### config.mk
export PLATFORM = sky130hd
export DESIGN_NAME = servant_uart_rx
export DESIGN_NICKNAME = d
export VERILOG_FILES = /design/src/rtl/servant_uart_rx.sv
export SDC_FILE = /design/constraint.sdc
export NUM_CORES = 1
export LEC_CHECK = 0
export CORE_ASPECT_RATIO = 1.75
export CORE_MARGIN = 1
export CORE_UTILIZATION = 40
export DETAILED_ROUTE_END_ITERATION = 8
export PLACE_DENSITY = 0.61
export SLEW_MARGIN = 20
export SYNTH_ARGS = -nofsm -noshare
export SYNTH_HDL_FRONTEND = slang
export SYNTH_SLANG_ARGS = --single-unit
### constraint.sdc
create_clock -name i_clk -period 3 [get_ports i_clk]
set_clock_uncertainty 0.2 [all_clocks]
set_input_delay 0.45 -clock i_clk [delete_from_list [all_inputs] [get_ports i_clk]]
set_output_delay 0.45 -clock i_clk [all_outputs]
set_load 0.02 [all_outputs]
### src/rtl/servant_uart_rx.sv
// servant_uart_rx: 8N1 UART receiver with a first-word-fall-through byte FIFO.
// Rev 1.0
`default_nettype none
`timescale 1ns/1ps

module servant_uart_rx #(
    parameter int CLK_HZ     = 32000000,
    parameter int BAUD       = 115200,
    parameter int FIFO_DEPTH = 8
) (
    input  logic       i_clk,
    input  logic       i_rst_n,
    input  logic       i_rx,
    output logic [7:0] o_data,
    output logic       o_valid,
    input  logic       i_ready,
    output logic       o_frame_err,
    output logic       o_overflow,
    input  logic       i_clear,
    output logic       o_busy
);

    localparam int DIV  = (CLK_HZ + BAUD / 2) / BAUD;
    localparam int HALF = DIV / 2;
    localparam int CW   = $clog2(DIV);
    localparam int AW   = $clog2(FIFO_DEPTH);

    localparam logic [CW-1:0] DIV_M1  = CW'(DIV - 1);
    localparam logic [CW-1:0] HALF_M1 = CW'(HALF - 1);
    localparam logic [CW-1:0] CNT_ONE = CW'(1);
    localparam logic [AW:0]   DEPTH_C = (AW + 1)'(FIFO_DEPTH);
    localparam logic [AW:0]   CNT1_F  = (AW + 1)'(1);

    typedef enum logic [2:0] {
        IDLE      = 3'd0,
        START     = 3'd1,
        DATA      = 3'd2,
        STOP      = 3'd3,
        WAIT_HIGH = 3'd4
    } state_t;

    state_t        state, state_n;
    logic [CW-1:0] cnt, cnt_n;
    logic [2:0]    bit_idx, bit_idx_n;
    logic [7:0]    shift, shift_n;
    logic          push, ferr_set;
    logic          rx_meta, rx_s;

    always_ff @(posedge i_clk) begin
        if (!i_rst_n) begin
            rx_meta <= 1'b1;
            rx_s    <= 1'b1;
        end else begin
            rx_meta <= i_rx;
            rx_s    <= rx_meta;
        end
    end

    always_ff @(posedge i_clk) begin
        if (!i_rst_n) begin
            state   <= IDLE;
            cnt     <= '0;
            bit_idx <= '0;
            shift   <= '0;
        end else begin
            state   <= state_n;
            cnt     <= cnt_n;
            bit_idx <= bit_idx_n;
            shift   <= shift_n;
        end
    end

    always_comb begin
        state_n   = state;
        cnt_n     = cnt;
        bit_idx_n = bit_idx;
        shift_n   = shift;
        push      = 1'b0;
        ferr_set  = 1'b0;
        case (state)
            IDLE: begin
                if (!rx_s) begin
                    cnt_n   = HALF_M1;
                    state_n = START;
                end
            end
            START: begin
                if (cnt != '0) begin
                    cnt_n = cnt - CNT_ONE;
                end else if (rx_s) begin
                    state_n = IDLE;
                end else begin
                    cnt_n     = DIV_M1;
                    bit_idx_n = 3'd0;
                    state_n   = DATA;
                end
            end
            DATA: begin
                if (cnt != '0) begin
                    cnt_n = cnt - CNT_ONE;
                end else begin
                    shift_n   = {rx_s, shift[7:1]};
                    cnt_n     = DIV_M1;
                    bit_idx_n = bit_idx + 3'd1;
                    if (bit_idx == 3'd7) begin
                        state_n = STOP;
                    end
                end
            end
            STOP: begin
                // Returning to IDLE mid-stop-bit lets back-to-back frames start immediately.
                if (cnt != '0) begin
                    cnt_n = cnt - CNT_ONE;
                end else if (rx_s) begin
                    push    = 1'b1;
                    state_n = IDLE;
                end else begin
                    ferr_set = 1'b1;
                    state_n  = WAIT_HIGH;
                end
            end
            WAIT_HIGH: begin
                if (rx_s) begin
                    state_n = IDLE;
                end
            end
            default: state_n = IDLE;
        endcase
    end

    assign o_busy = (state != IDLE);

    logic [7:0]    mem [FIFO_DEPTH];
    logic [AW-1:0] rd_ptr, wr_ptr;
    logic [AW:0]   count;
    logic          pop, full, push_ok, ovf_set;

    assign o_valid = (count != '0);
    assign full    = (count == DEPTH_C);
    assign pop     = o_valid && i_ready;
    assign push_ok = push && (!full || pop);
    assign ovf_set = push && full && !pop;
    // Gated so the head reads zero while empty, including straight out of reset.
    assign o_data  = o_valid ? mem[rd_ptr] : 8'h00;

    always_ff @(posedge i_clk) begin
        if (push_ok) begin
            mem[wr_ptr] <= shift;
        end
    end

    always_ff @(posedge i_clk) begin
        if (!i_rst_n) begin
            rd_ptr      <= '0;
            wr_ptr      <= '0;
            count       <= '0;
            o_frame_err <= 1'b0;
            o_overflow  <= 1'b0;
        end else begin
            if (push_ok) begin
                wr_ptr <= wr_ptr + 1'b1;
            end
            if (pop) begin
                rd_ptr <= rd_ptr + 1'b1;
            end
            case ({push_ok, pop})
                2'b10:   count <= count + CNT1_F;
                2'b01:   count <= count - CNT1_F;
                default: count <= count;
            endcase
            if (i_clear) begin
                o_frame_err <= 1'b0;
                o_overflow  <= 1'b0;
            end
            if (ferr_set) begin
                o_frame_err <= 1'b1;
            end
            if (ovf_set) begin
                o_overflow <= 1'b1;
            end
        end
    end

endmodule

`default_nettype wire

==> results.yml <==
yosys:
  synth_compound_area_frac: 0.0768
  synth_ff_type: "edfxtp_1"
  ys_seq_area_frac: 0.608
  yosys.area_share.adder: 0.0196
  synthMuxAreaShare: 0.109
  synth.distinct_cells: 53
  synth-edff-count: 64
  synth-seq-cells: 104
  synth_area_mm2: 0.00448
  syn_nets: 358
  yosysWarnings: 0
  synthArstFlopShare: 0
  synth_xor_area_frac: 0.0117
  synth_top_family_by_area: "simple AND/OR/NAND/NOR gates"
  synthSimpleGateAreaFrac: 0.148
  avgSynthCellArea_um2: 12.9
  synthCells: 346
floorplan:
  start_util: 0.414
  die_y_um: 142
  num_rows: 50
  core_mm2: 0.0108
  dieArea_mm2: 0.0116
  die_x_um: 82.0
  ios: 17
layout:
  area_delta_synth_final_pct: 14.7
  final_common_cell: "edfxtp_1"
  final_cell_mix: "edfxtp_1, dfxtp_1, nand2_1, nor2_1"
  drive_above_1_share: 0.156
  antennaDiodeCount: 0
  nNetsFinal: 384
  final_cells: 507
  fillers: 940
global_route:
  grt_pass1_vias: 2707
  antenna_found_initial: 0
  grt_pass1_wl_um: 13600
  track_usage: 0.160
  grt_max_degree: 21
  gr-total-overflow: 0
critical_path:
  cp_num_buf_inv: 2
  crit_family: "buffers and inverters"
  critPathLaunchType: "flop"
  crit_arrival_ns: 2.15
  reg2reg_depth: 10
  path_class: "reg -> out"
  path_max_fanout: 16
  worst_path_largest_cell_delay_ns: 0.53
  crit_chain: "buf_12 -> mux4_2 -> mux2i_1 -> nor2_1 -> clkdlybuf4s50_1"
  cp_num_cells: 5
  cp_slowest_cell: "clkdlybuf4s50_1"
  endpoint_kind: "output port"
  critPathRequiredTime_ns: 2.35
detailed_routing:
  dr.pass1.iters: 4
  wl_per_cell_um: 16.4
  finalWirelength_um: 8330
  vias_per_cell: 5.41
  via_count: 2744
  dr.first_iter.drc_count: 158
  postRouteAntennaNets: 0
  drc: 0
clock_tree:
  holdBufCountCts: 0
  cts_htree_levels: 3
  cts_resized: 0
  cts-root-buf: "clkbuf_16"
  cts_made_buffers: 9
  clk-insertion-delay-late_ns: 0.34
  cts_tree: "built"
  ctsLongestPathBuffers: 2
  post-cts-setup-buffer-count: 0
  clock_sinks: 104
  path_clk_slew_ns: 0.07
sta:
  fin_crit_ns: 2.80
  fin_ws_ns: 0.196
  drv_slew: 0
  rsz0062_at_grt: "no"
  post-route-period-util: 0.935
  holdWs_ns: 0.209
  setup_tns_ns: 0
  fmax_mhz: 357
  finalHoldViolations: 0
  tightest_slew_ns: 0.547
  setup_viol: 0
  max_slew_margin: 0.632
placed_design:
  place_ws_ns: 0.465
  port_buffers: 16
  post-dp-hpwl_um: 5830
  dpl.cell_count: 491
  gp_congestion: 0.809
worst_hold_path:
  whs_path_depth: 1
  hp-class: "reg -> reg"
job:
  maxCapViolations: 0
power_and_ir_drop:
  p_leak_nw: 1.80
  ir_drop_uv: 363
  power_density_mw_per_mm2: 561
outcome:
  status: "completed"
## path summary, 6_finish.rpt
kind                            start                    end  slack, ns
setup reg to reg  cnt[0]$_SDFFE_PN0P_  count[2]$_SDFFE_PN0P_       0.53
hold / removal     rx_meta$_SDFF_PN1_        rx_s$_SDFF_PN1_       0.21
hold reg to reg    rx_meta$_SDFF_PN1_        rx_s$_SDFF_PN1_       0.21
setup / recovery                 flop              o_data[2]       0.20
## kinds of logic after synthesis
family          Yosys count
simple gates            122
flops                   104
compound gates           52
mux                      29
buf+inv                  26
fa+ha+maj                 7
xor+xnor                  6
## power by group
| part | internal [W] | switching [W] |
|---|---|---|
| Sequential | 0.00151 | 0.0000194 |
| Clock | 0.000586 | 0.000531 |
| Combinational | 0.0000994 | 0.000132 |
| Total | 0.00220 | 0.000683 |
## cells in the mapped netlist (4+ instances only)
library cell,instances,area (µm²)
clkbuf_1,5,18.8
xnor2_1,4,35.0
o21ai_0,6,30.0
nor3_1,11,55.1
nand3_1,8,40.0
mux2i_1,13,130
ha_1,7,87.6
mux4_2,16,360
a21oi_1,15,75.1
nand2b_1,6,37.5
inv_1,9,33.8
buf_2,7,35.0
nor2_1,26,97.6
dfxtp_1,40,801
nor2b_1,8,50.1
edfxtp_1,64,1920
a31oi_1,4,25.0
nand2_1,37,139
## stage by stage
step / total power, W / util / area [µm²]
after floorplan: 0.00173 / - / 4480
after global placement: 0.00179 / 0.448 / 4850
after detailed placement: 0.00180 / 0.448 / 4850
after CTS: 0.00291 / 0.475 / 5140
after global routing: 0.00299 / 0.475 / 5140
final: 0.00288 / 0.475 / 5140
## registers in the layout, summed over array words and instances, names as in the netlist, named ones only
signal,cells
o_frame_err,1
mem,64
o_overflow,1
cnt,9
wr_ptr,3
bit_idx,3
count,4
shift,8
state,3
rx_s,1
rx_meta,1
rd_ptr,3
## routing by layer
metal,up-vias,track usage,routed length (µm)
met2,37,0.288,4730
met4,0,0.0720,137
li1,1347,-,-
met5,-,0,0
met3,9,0.0269,154
met1,1351,0.177,3310
## layout make-up
class	count	area, µm²	share of cell area
Clock buffer	10	229	0.0446
Clock inverter	6	57.6	0.0112
Inverter	9	33.8	0.00658
Multi-Input combinational cell	216	1640	0.319
Sequential cell	104	2720	0.530
Tap cell	130	163	0.0317
Timing Repair Buffer	32	293	0.0570
Power figures use the tool's default switching activity.
